## config.mk

```make
export PLATFORM = sky130hd
export DESIGN_NAME = pixel_compositor
export DESIGN_NICKNAME = d
export VERILOG_FILES = /design/src/rtl/pixel_compositor.sv
export SDC_FILE = /design/constraint.sdc
export NUM_CORES = 1
export LEC_CHECK = 0
export CAP_MARGIN = 30
export CELL_PAD_IN_SITES_DETAIL_PLACEMENT = 0
export CELL_PAD_IN_SITES_GLOBAL_PLACEMENT = 1
export CORE_MARGIN = 1
export CORE_UTILIZATION = 40
export CTS_CLUSTER_SIZE = 16
export DETAILED_ROUTE_END_ITERATION = 6
export PLACE_DENSITY_LB_ADDON = 0.05
export SYNTH_ARGS = -nofsm -noshare
export SYNTH_HDL_FRONTEND = slang
export SYNTH_SLANG_ARGS = --single-unit
```

## constraint.sdc

```tcl
create_clock -name clk -period 7.1 [get_ports clk]
set_input_delay 1.42 -clock clk [delete_from_list [all_inputs] [get_ports clk]]
set_output_delay 1.42 -clock clk [all_outputs]
set_load 0.05 [all_outputs]
```

## src/rtl/pixel_compositor.sv

```systemverilog
// pixel_compositor: per-pixel background pattern generator with a bouncing,
// colour-keyed sprite overlay. Two register stages from hpos/vpos/visible to R/G/B.
module pixel_compositor #(
   parameter int unsigned CW       = 2,
   parameter int unsigned H_ACTIVE = 640,
   parameter int unsigned V_ACTIVE = 480,
   parameter int unsigned SPR_W    = 32,
   parameter int unsigned SPR_H    = 32,
   parameter int unsigned SPEED    = 1,
   parameter logic [3*CW-1:0] KEY  = '0
) (
   input  logic                               clk,
   input  logic                               rst_n,
   input  logic [9:0]                         hpos,
   input  logic [9:0]                         vpos,
   input  logic                               visible,
   input  logic                               vsync,
   input  logic [3:0]                         mode_in,
   input  logic                               mode_we,
   input  logic [3*CW-1:0]                    solid_in,
   input  logic                               spr_en,
   output logic [$clog2(SPR_W*SPR_H)-1:0]     spr_addr,
   input  logic [3*CW-1:0]                    spr_pix,
   output logic [CW-1:0]                      R,
   output logic [CW-1:0]                      G,
   output logic [CW-1:0]                      B
);

   localparam int unsigned PW    = 3 * CW;
   localparam int unsigned AW    = $clog2(SPR_W * SPR_H);
   localparam int unsigned MAX_X = H_ACTIVE - SPR_W;
   localparam int unsigned MAX_Y = V_ACTIVE - SPR_H;

   // frame timing and mode state
   logic          vsync_d;
   logic          frame_tick;
   logic [9:0]    fc;
   logic [3:0]    mode_pend;
   logic [3:0]    mode_act;

   // sprite position machine
   logic [9:0]    sx, sy;
   logic          dx, dy;
   logic [9:0]    sx_nx, sy_nx;
   logic          dx_nx, dy_nx;
   logic          spr_hit;
   logic [AW-1:0] addr_nx;

   // background path
   logic [9:0]    mx, my;
   logic [PW-1:0] bg;

   // pipeline registers
   logic [PW-1:0] bg_q;
   logic          hit_q;
   logic          vis_q;
   logic [AW-1:0] spr_addr_q;
   logic [PW-1:0] rgb_q;

   // one step of a bouncing axis; returns {dir, pos}
   function automatic logic [10:0] axis_next(input logic [9:0] pos,
                                             input logic       dir,
                                             input logic [9:0] lim);
      logic [9:0] p;
      logic       d;
      p = pos;
      d = dir;
      if (dir) begin
         if ((11'(pos) + 11'(SPEED)) >= 11'(lim)) begin
            p = lim;
            d = 1'b0;
         end else begin
            p = pos + 10'(SPEED);
         end
      end else begin
         if (pos <= 10'(SPEED)) begin
            p = '0;
            d = 1'b1;
         end else begin
            p = pos - 10'(SPEED);
         end
      end
      return {d, p};
   endfunction

   // three-channel pattern: channel MSB from m[5+k], remaining bits from lo
   function automatic logic [PW-1:0] chan_pix(input logic [9:0] m, input logic lo);
      return {m[5], {(CW-1){lo}}, m[6], {(CW-1){lo}}, m[7], {(CW-1){lo}}};
   endfunction

   assign frame_tick = vsync & ~vsync_d;

   // vsync edge detector, frame counter and frame-aligned mode update
   always_ff @(posedge clk) begin
      if (!rst_n) begin
         vsync_d   <= 1'b0;
         fc        <= '0;
         mode_pend <= '0;
         mode_act  <= '0;
      end else begin
         vsync_d <= vsync;
         if (frame_tick) begin
            fc       <= fc + 10'd1;
            mode_act <= mode_we ? mode_in : mode_pend;
         end
         if (mode_we) begin
            mode_pend <= mode_in;
         end
      end
   end

   // sprite state register
   always_ff @(posedge clk) begin
      if (!rst_n) begin
         sx <= '0;
         sy <= '0;
         dx <= 1'b1;
         dy <= 1'b1;
      end else begin
         sx <= sx_nx;
         sy <= sy_nx;
         dx <= dx_nx;
         dy <= dy_nx;
      end
   end

   // sprite next state: moves once per frame while enabled, otherwise frozen
   always_comb begin
      sx_nx = sx;
      sy_nx = sy;
      dx_nx = dx;
      dy_nx = dy;
      if (frame_tick && spr_en) begin
         {dx_nx, sx_nx} = axis_next(sx, dx, 10'(MAX_X));
         {dy_nx, sy_nx} = axis_next(sy, dy, 10'(MAX_Y));
      end
   end

   // sprite outputs: hit test and ROM address for the current pixel
   always_comb begin
      logic in_x;
      logic in_y;
      logic [9:0] rel_x;
      logic [9:0] rel_y;
      in_x    = (hpos >= sx) && (11'(hpos) < (11'(sx) + 11'(SPR_W)));
      in_y    = (vpos >= sy) && (11'(vpos) < (11'(sy) + 11'(SPR_H)));
      spr_hit = spr_en && visible && in_x && in_y;
      rel_x   = hpos - sx;
      rel_y   = vpos - sy;
      addr_nx = AW'((32'(rel_y) * 32'(SPR_W)) + 32'(rel_x));
   end

   // scrolled coordinates for the moving patterns
   always_comb begin
      mx = hpos;
      my = vpos;
      case (mode_act)
         4'd3: mx = hpos + fc;
         4'd4: mx = hpos - fc;
         4'd5: my = vpos + fc;
         4'd6: my = vpos - fc;
         4'd7: begin
            mx = hpos + fc;
            my = vpos + fc;
         end
         default: ;
      endcase
   end

   // background pattern selection
   always_comb begin
      bg = '0;
      case (mode_act)
         4'd0:       bg = solid_in;
         4'd1:       bg = PW'(hpos);
         4'd2:       bg = PW'(vpos);
         4'd3, 4'd4: bg = chan_pix(mx, vpos[2]);
         4'd5, 4'd6: bg = chan_pix(my, vpos[2]);
         4'd7:       bg = chan_pix(my, mx[2]);
         4'd8:       bg = (hpos[4] ^ vpos[4] ^ fc[5]) ? '1 : '0;
         default:    bg = '0;
      endcase
   end

   // stage 1: background, hit, visibility and ROM address
   always_ff @(posedge clk) begin
      if (!rst_n) begin
         bg_q       <= '0;
         hit_q      <= 1'b0;
         vis_q      <= 1'b0;
         spr_addr_q <= '0;
      end else begin
         bg_q  <= bg;
         hit_q <= spr_hit;
         vis_q <= visible;
         if (spr_hit) begin
            spr_addr_q <= addr_nx;
         end
      end
   end

   // stage 2: sprite over background unless keyed out, blanked outside active area
   always_ff @(posedge clk) begin
      if (!rst_n) begin
         rgb_q <= '0;
      end else if (!vis_q) begin
         rgb_q <= '0;
      end else if (hit_q && (spr_pix != KEY)) begin
         rgb_q <= spr_pix;
      end else begin
         rgb_q <= bg_q;
      end
   end

   assign spr_addr = spr_addr_q;
   assign R        = rgb_q[3*CW-1:2*CW];
   assign G        = rgb_q[2*CW-1:CW];
   assign B        = rgb_q[CW-1:0];

endmodule
```

==> out/metrics.yaml, run 1 <==
run_status:
  status: "finished clean"
sta:
  maxSlewHeadroom_pct: 45.4
  min_period_ns: 4.14
  timing.clock.skew_ns: 0.00555
  timing_worst_slew_pin_value_ns: 0.819
  setup_viol: 0
  report.final.slew_viol_count: 0
  grt_setup_unrepaired: "false"
  finalHoldViolCount: 0
  max_freq_mhz: 241
  period_utilisation_layout_pct: 58.4
  setup_total_negative_slack_ns: 0
pwr:
  static-leakage-power_nw: 2.70
  max-vdd-ir-drop_mv: 0.102
  design_power_total_mw: 1.15
  power-per-cell-area_mw_per_mm2: 171
floorplan:
  placeableCoreArea_mm2: 0.0141
  initial_core_util_pct: 41.6
  chipWidth_um: 123
  rows: 43
  die_height_um: 123
  floorplan.die_area_mm2: 0.0151
  io_pins: 58
logic_synthesis:
  synth_cell_type_count: 84
  synth_ff_type: "dfxtp_1"
  part_of_the_yosys_area_used_for_sequential_elements_pct: 21.5
  syn-cell-area_mm2: 0.00586
  syn_avg_cell_area_um2: 8.07
  postSynthNetCount: 840
  postSynthRegisterBits: 63
  async_reset_ff_share_pct: 0
  synth-edff-count: 0
  synthCells: 726
  synth-warning-count: 0
worst_setup_path:
  crit_path_max_incr_delay_ns: 0.54
  crit-reg2reg-launch: "fc[0]$_SDFFE_PN0P_"
  cp_data_arrival_time_ns: 4.42
  critPathKind: "in -> reg"
  highest_net_fanout_along_the_worst_path: 5
  critPathSlowestCell: "clkdlybuf4s50_1"
  critPathTopFamily: "adder cells"
  critical_path.reg2reg.endpoint: "bg_q[1]$_SDFF_PN0_"
  crit_buf_inv: 3
  setup.worst_path.start_class: "input port"
  worstPathRequired_ns: 7.38
  reg2reg_setup_slack_ns: 3.64
  ff2ff_path_depth: 13
  startpoint: "vpos[0]"
  cp-end-kind: "flip-flop"
  crit_chain: "clkdlybuf4s50_1 -> inv_1 -> ha_1 -> inv_1 -> fa_1 -> fa_1 -> ha_1 -> or2_2 -> a21oi_1 -> a31oi_1 -> xor2_1 -> nand2_1 -> mux2i_1"
route:
  detailedRoute.firstPassIterationCount: 5
  detail_route.drc_violations: 0
  drt_iter0_markers: 475
  route.final.wire_length_um: 16600
  ant_nets: 0
  avgRoutedWirePerCell_um: 17.7
  detail_route.vias_per_cell: 5.69
  detailroute.via_count: 5356
layout:
  layout-drive-gt1-share_pct: 7.10
  diodes: 0
  flow.area_growth_from_synthesis_pct: 15.3
  fin_util_pct: 48.0
  total_number_of_nets_in_the_final_design: 870
  layout.filler_cells: 1394
clocking:
  cts.path.max_buffers: 2
  insertion_delay_ns: 0.35
  cts_htree_levels: 3
  cts_root_buf: "clkbuf_16"
  cts_tree: "done"
  clock_sinks: 63
  cts_inserted_buffers: 9
  post_cts_setup_repair_bufs: 0
  cts_repair_resize_count: 0
  clk_transition_reported_paths_ns: 0.06
  holdBufCountCts: 0
placed_design:
  port_buffers: 57
  hpwl_um: 12500
  rd_place_congestion: 0.851
hold_path:
  hold_path_class: "reg -> reg"
  hold_start: "bg_q[5]$_SDFF_PN0_"
  min_delay_path_depth: 2
  whs_endpoint: "rgb_q[5]$_SDFF_PN0_"
global_route:
  grt_util_all_layers_pct: 23.3
  grt_overflow: 0
  first_pass_grt_wire_length_um: 26800
  first_global_vias: 5072
  grt_start_max_net_pins: 48
  grt_antenna_before_repair: 0
flow_run:
  cap_viol_max_count: 0
worst max-delay path by stage:
| stage | to | slack (ns) | cells after the start |
|---|---|---|---|
| floorplan | spr_addr[9]$_SDFFE_PN0P_ | 3.37 | 12 |
| global placement | spr_addr[8]$_SDFFE_PN0P_ | 2.66 | 13 |
| detailed placement | spr_addr[8]$_SDFFE_PN0P_ | 2.61 | 13 |
| CTS | spr_addr[8]$_SDFFE_PN0P_ | 2.97 | 13 |
| global route | spr_addr[8]$_SDFFE_PN0P_ | 2.75 | 13 |
| finish | spr_addr[8]$_SDFFE_PN0P_ | 2.96 | 13 |
per-stage QoR:
step / setup slack, ns / hold slack [ns] / instance area, µm² / std cells
after floorplan: 3.37 / 0.422 / 5860 / 726
after global placement: 2.66 / 0.447 / 6480 / 925
after detailed placement: 2.61 / 0.438 / 6480 / 925
after CTS: 2.97 / 0.447 / 6760 / 941
after global routing: 2.75 / 0.472 / 6760 / 941
final: 2.96 / 0.449 / 6760 / 941
layer usage:
metal  wire length [µm]  global-route usage (%)
met5                  0                       0
met2               7540                    36.7
met1               8080                    31.4
met3                499                    3.23
met4                501                    11.0
sequential cells by signal, summed over array words and instances, names as in the netlist:
register,cells
rgb_q,6
spr_addr,10
vis_q,1
sx,10
hit_q,1
mode_pend,4
dy,1
mode_act,4
vsync_d,1
fc,8
dx,1
bg_q,6
sy,10
cell families (layout without fill, tap and decap cells):
family | after synthesis | count (layout) | share of synthesized area [%]
compound gates | 186 | 186 | 21.4
xor+xnor | 53 | 53 | 7.92
mux | 25 | 25 | 4.35
fa+ha+maj | 72 | 72 | 16.6
buf+inv | 87 | 122 | 6.49
simple gates | 240 | 240 | 21.7
flops | 63 | 63 | 21.5
cell type report:
type                            count  area (µm²)  share of cell area, %
Multi-Input combinational cell    576        4220                   62.4
Sequential cell                    63        1260                   18.7
Timing Repair Buffer               61         601                   8.88
Clock buffer                       10         239                   3.53
Tap cell                          180         225                   3.33
Inverter                           45         169                   2.50
Clock inverter                      6        46.3                  0.685
where the power goes:
part	internal [mW]	switching [mW]	leakage, nW
clock network	0.247	0.179	0.135
logic	0.154	0.188	2.06
registers	0.367	0.0185	0.512
worst min-delay path: cells and delay by family, from the launching register on:
family,cells,cell delay [ns]
AO/OA/AOI/OAI,1,0.06
AND/OR/NAND/NOR,1,0.05
flip-flops,1,0.30
cell usage in the layout, fill, tap and decap left out, drive strengths merged, types with 15 or more instances in the layout:
master	instances
a21oi	49
a31oi	15
clkdlybuf4s50	57
dfxtp	63
ha	62
inv	44
mux2i	21
nand2	73
nand3	25
nor2	52
nor3	18
o21ai	37
xnor2	31
xor2	22
cells in the mapped netlist (5+ instances only):
cell / instances / area, µm²
a211oi_1: 9 / 67.6
a21o_1: 6 / 45.0
a21oi_1: 47 / 235
a31oi_1: 15 / 93.8
and3_1: 8 / 50.1
buf_2: 16 / 80.1
clkbuf_1: 18 / 67.6
dfxtp_1: 63 / 1260
fa_1: 10 / 200
ha_1: 62 / 776
inv_1: 42 / 158
mux2i_1: 21 / 210
nand2_1: 73 / 274
nand2b_1: 5 / 31.3
nand3_1: 25 / 125
nand4_1: 8 / 50.1
nor2_1: 50 / 188
nor3_1: 14 / 70.1
nor4_1: 9 / 56.3
o211ai_1: 6 / 45.0
o21a_1: 7 / 52.6
o21ai_0: 24 / 120
o21ai_1: 12 / 60.1
o221ai_1: 7 / 61.3
xnor2_1: 31 / 272
xor2_1: 22 / 193
Note: power is estimated with default switching activity, not from simulation.
==> inputs of run 2 (changes only) <==
==> constraint.sdc (replaced) <==
create_clock -name clk -period 3.4 [get_ports clk]
set_input_delay 0.68 -clock clk [delete_from_list [all_inputs] [get_ports clk]]
set_output_delay 0.68 -clock clk [all_outputs]
set_load 0.05 [all_outputs]
==> run 2 against run 1 <==
Effect of this change:
- total power rose by 130%
- clock skew up 0.0034 ns
- first-iteration DRC count down 19%
- setup slack got worse by 2.7 ns
- clock power up 140%
- non-clock buffer count up 38
- sequential share of layout area shrank 0.94 points
- utilization rose by 2.6 points
- die area unchanged
- routed wire length up 1.6%
- critical endpoint is now spr_addr[9]$_SDFFE_PN0P_
==> out/metrics.yaml, run 2 (synthesis results as in run 1) <==
sta:
  finalHoldViolCount: 0  # unchanged
  setup_viol: 0  # unchanged
  grt_setup_unrepaired: "false"
  maxSlewHeadroom_pct: 50.1  # +4.7 points
  period_utilisation_layout_pct: 93.9
  timing_worst_slew_pin_value_ns: 0.742  # -0.0772 ns
  max_freq_mhz: 313
  min_period_ns: 3.19
  timing.clock.skew_ns: 0.00894  # +0.00339 ns
  report.final.slew_viol_count: 0  # unchanged
worst_setup_path:
  critPathKind: "in -> reg"
  cp-end-kind: "flip-flop"
  worstPathRequired_ns: 3.67  # -3.71 ns
  crit-reg2reg-launch: "fc[1]$_SDFFE_PN0P_"
  ff2ff_path_depth: 13  # unchanged
  cp_data_arrival_time_ns: 3.46  # -0.96 ns
  highest_net_fanout_along_the_worst_path: 4  # -1
  critPathTopFamily: "adder cells"
  crit_cells: 12  # -1
  crit_end: "spr_addr[9]$_SDFFE_PN0P_"
  startpoint: "vpos[2]"
  crit_path_max_incr_delay_ns: 0.46  # -0.08 ns
  critPathSlowestCell: "clkdlybuf4s50_1"
  crit_chain: "clkdlybuf4s50_1 -> ha_1 -> a21oi_1 -> nand2_1 -> xor2_1 -> fa_1 -> ha_1 -> or3_1 -> o21ai_0 -> nor3_1 -> nand3b_1 -> mux2i_1"
  timing.critical_path.mode_cell: "ha_1"
  setup.worst_path.start_class: "input port"
  reg2reg_setup_slack_ns: 0.22  # -3.42 ns
  critical_path.reg2reg.endpoint: "bg_q[1]$_SDFF_PN0_"
  crit_buf_inv: 1  # -2
layout:
  flow.area_growth_from_synthesis_pct: 21.5
  commonest_non_fill_non_tap_cell_in_the_layout: "nand2_1"
  fin_util_pct: 50.5  # +2.6 points
  layout-drive-gt1-share_pct: 11.8  # +4.7 points
  diodes: 0  # unchanged
  final_cell_mix: "73 x nand2_1, 63 x dfxtp_1, 61 x ha_1, 56 x clkdlybuf4s50_1, 50 x nor2_1"
  layout.filler_cells: 1355  # -2.8%
  total_number_of_nets_in_the_final_design: 908  # +4.4%
clocking:
  cts_root_buf: "clkbuf_16"
  post_cts_setup_repair_bufs: 0  # unchanged
  cts.path.max_buffers: 2  # unchanged
  cts_tree: "done"
  holdBufCountCts: 0  # unchanged
  insertion_delay_ns: 0.34  # about the same
  clk_transition_reported_paths_ns: 0.06  # about the same
  cts_repair_resize_count: 0  # unchanged
  cts_inserted_buffers: 9  # unchanged
  cts_htree_levels: 3  # unchanged
  clock_sinks: 63  # unchanged
route:
  detailroute.via_count: 5496  # +2.6%
  route.final.wire_length_um: 16900  # +1.6%
  detail_route.drc_violations: 0  # unchanged
  drt_iter0_markers: 385  # -19%
  avgRoutedWirePerCell_um: 17.3  # -2.3%
  ant_nets: 0  # unchanged
  detailedRoute.firstPassIterationCount: 5  # unchanged
  detail_route.vias_per_cell: 5.61  # -1.4%
global_route:
  first_global_vias: 5324  # +5.0%
  grt_antenna_before_repair: 0  # unchanged
  first_pass_grt_wire_length_um: 27200  # +1.5%
  grt_util_all_layers_pct: 23.6  # +0.26 points
  grt_start_max_net_pins: 32  # -33%
  grt_overflow: 0  # unchanged
floorplan:
  die_height_um: 123  # unchanged
  placeableCoreArea_mm2: 0.0141  # unchanged
  rows: 43  # unchanged
  chipWidth_um: 123  # unchanged
  initial_core_util_pct: 41.6  # unchanged
  io_pins: 58  # unchanged
  floorplan.die_area_mm2: 0.0151  # unchanged
hold_path:
  hold_path_class: "reg -> reg"
  hold_start: "bg_q[2]$_SDFF_PN0_"
pwr:
  power-per-cell-area_mw_per_mm2: 369  # +120%
  max-vdd-ir-drop_mv: 0.281  # +180%
  design_power_total_mw: 2.63  # +130%
  static-leakage-power_nw: 2.93  # +8.5%
placed_design:
  rd_place_congestion: 0.876  # +2.9%
  port_buffers: 57  # unchanged
  hpwl_um: 13000  # +4.1%
flow_run:
  cap_viol_max_count: 0  # unchanged
run_status:
  status: "finished clean"
## run 2: where the power goes
part           switching (mW)  internal (mW)  total (mW)
Sequential             0.0222          0.767       0.789
Combinational           0.422          0.377       0.799
Clock                   0.387          0.651        1.04
## run 2: worst min path at each step
stage          cells past startpoint                        to  slack, ns
5_1_grt                            2       rgb_q[5]$_SDFF_PN0_       0.48
3_5_place_dp                       2       rgb_q[2]$_SDFF_PN0_       0.45
2_1_floorplan                      2       rgb_q[1]$_SDFF_PN0_       0.42
3_3_place_gp                       2  spr_addr[1]$_SDFFE_PN0P_       0.45
6_report                           2       rgb_q[2]$_SDFF_PN0_       0.45
4_1_cts                            2       rgb_q[2]$_SDFF_PN0_       0.45
## run 2: layout make-up
cell class	count	area [µm²]	share of cell area, %
clock buffers	9	225	3.16
clock inverters	7	104	1.46
inverters	45	169	2.37
multi-input cells	576	4240	59.5
flip-flops and latches	63	1260	17.7
well taps	180	225	3.16
repair buffers	99	901	12.6
## run 2: per-stage QoR
| step | TNS, ns | cell area, µm² | hold WS, ns | worst slack, ns | std cells |
|---|---|---|---|---|---|
| floorplan | 0 | 5860 | 0.422 | 0.410 | 726 |
| global placement | -0.560 | 6770 | 0.446 | -0.251 | 963 |
| detailed placement | -0.738 | 6770 | 0.448 | -0.296 | 963 |
| CTS | 0 | 7100 | 0.455 | 0.0636 | 979 |
| global route | 0 | 7120 | 0.478 | 0.00533 | 979 |
| finish | 0 | 7120 | 0.453 | 0.208 | 979 |
## run 2: worst register-to-register path: cells and delay by family (launching register included)
kind | cells | cell delay (ns)
flops | 1 | 0.31
buf+inv | 1 | 0.07
xor+xnor | 2 | 0.31
fa+ha+maj | 2 | 0.52
mux | 1 | 0.40
simple gates | 4 | 0.79
compound gates | 3 | 0.65
## run 2: layer usage
layer	up-vias	track usage, %	share of wire [%]
met3	22	3.32	3.9
met2	133	39.6	47
met5	-	0	0
li1	2745	-	-
met4	0	8.36	2.1
met1	2596	30.7	47
==> inputs of run 3 (changes only) <==
--- a/config.mk
+++ b/config.mk
@@ -13,6 +13,7 @@
 export CTS_CLUSTER_SIZE = 16
 export DETAILED_ROUTE_END_ITERATION = 6
 export PLACE_DENSITY_LB_ADDON = 0.05
+export SLEW_MARGIN = 20
 export SYNTH_ARGS = -nofsm -noshare
 export SYNTH_HDL_FRONTEND = slang
 export SYNTH_SLANG_ARGS = --single-unit
==> results of run 3 <==
Final layout, timing and power as in run 2 (identical DEF).
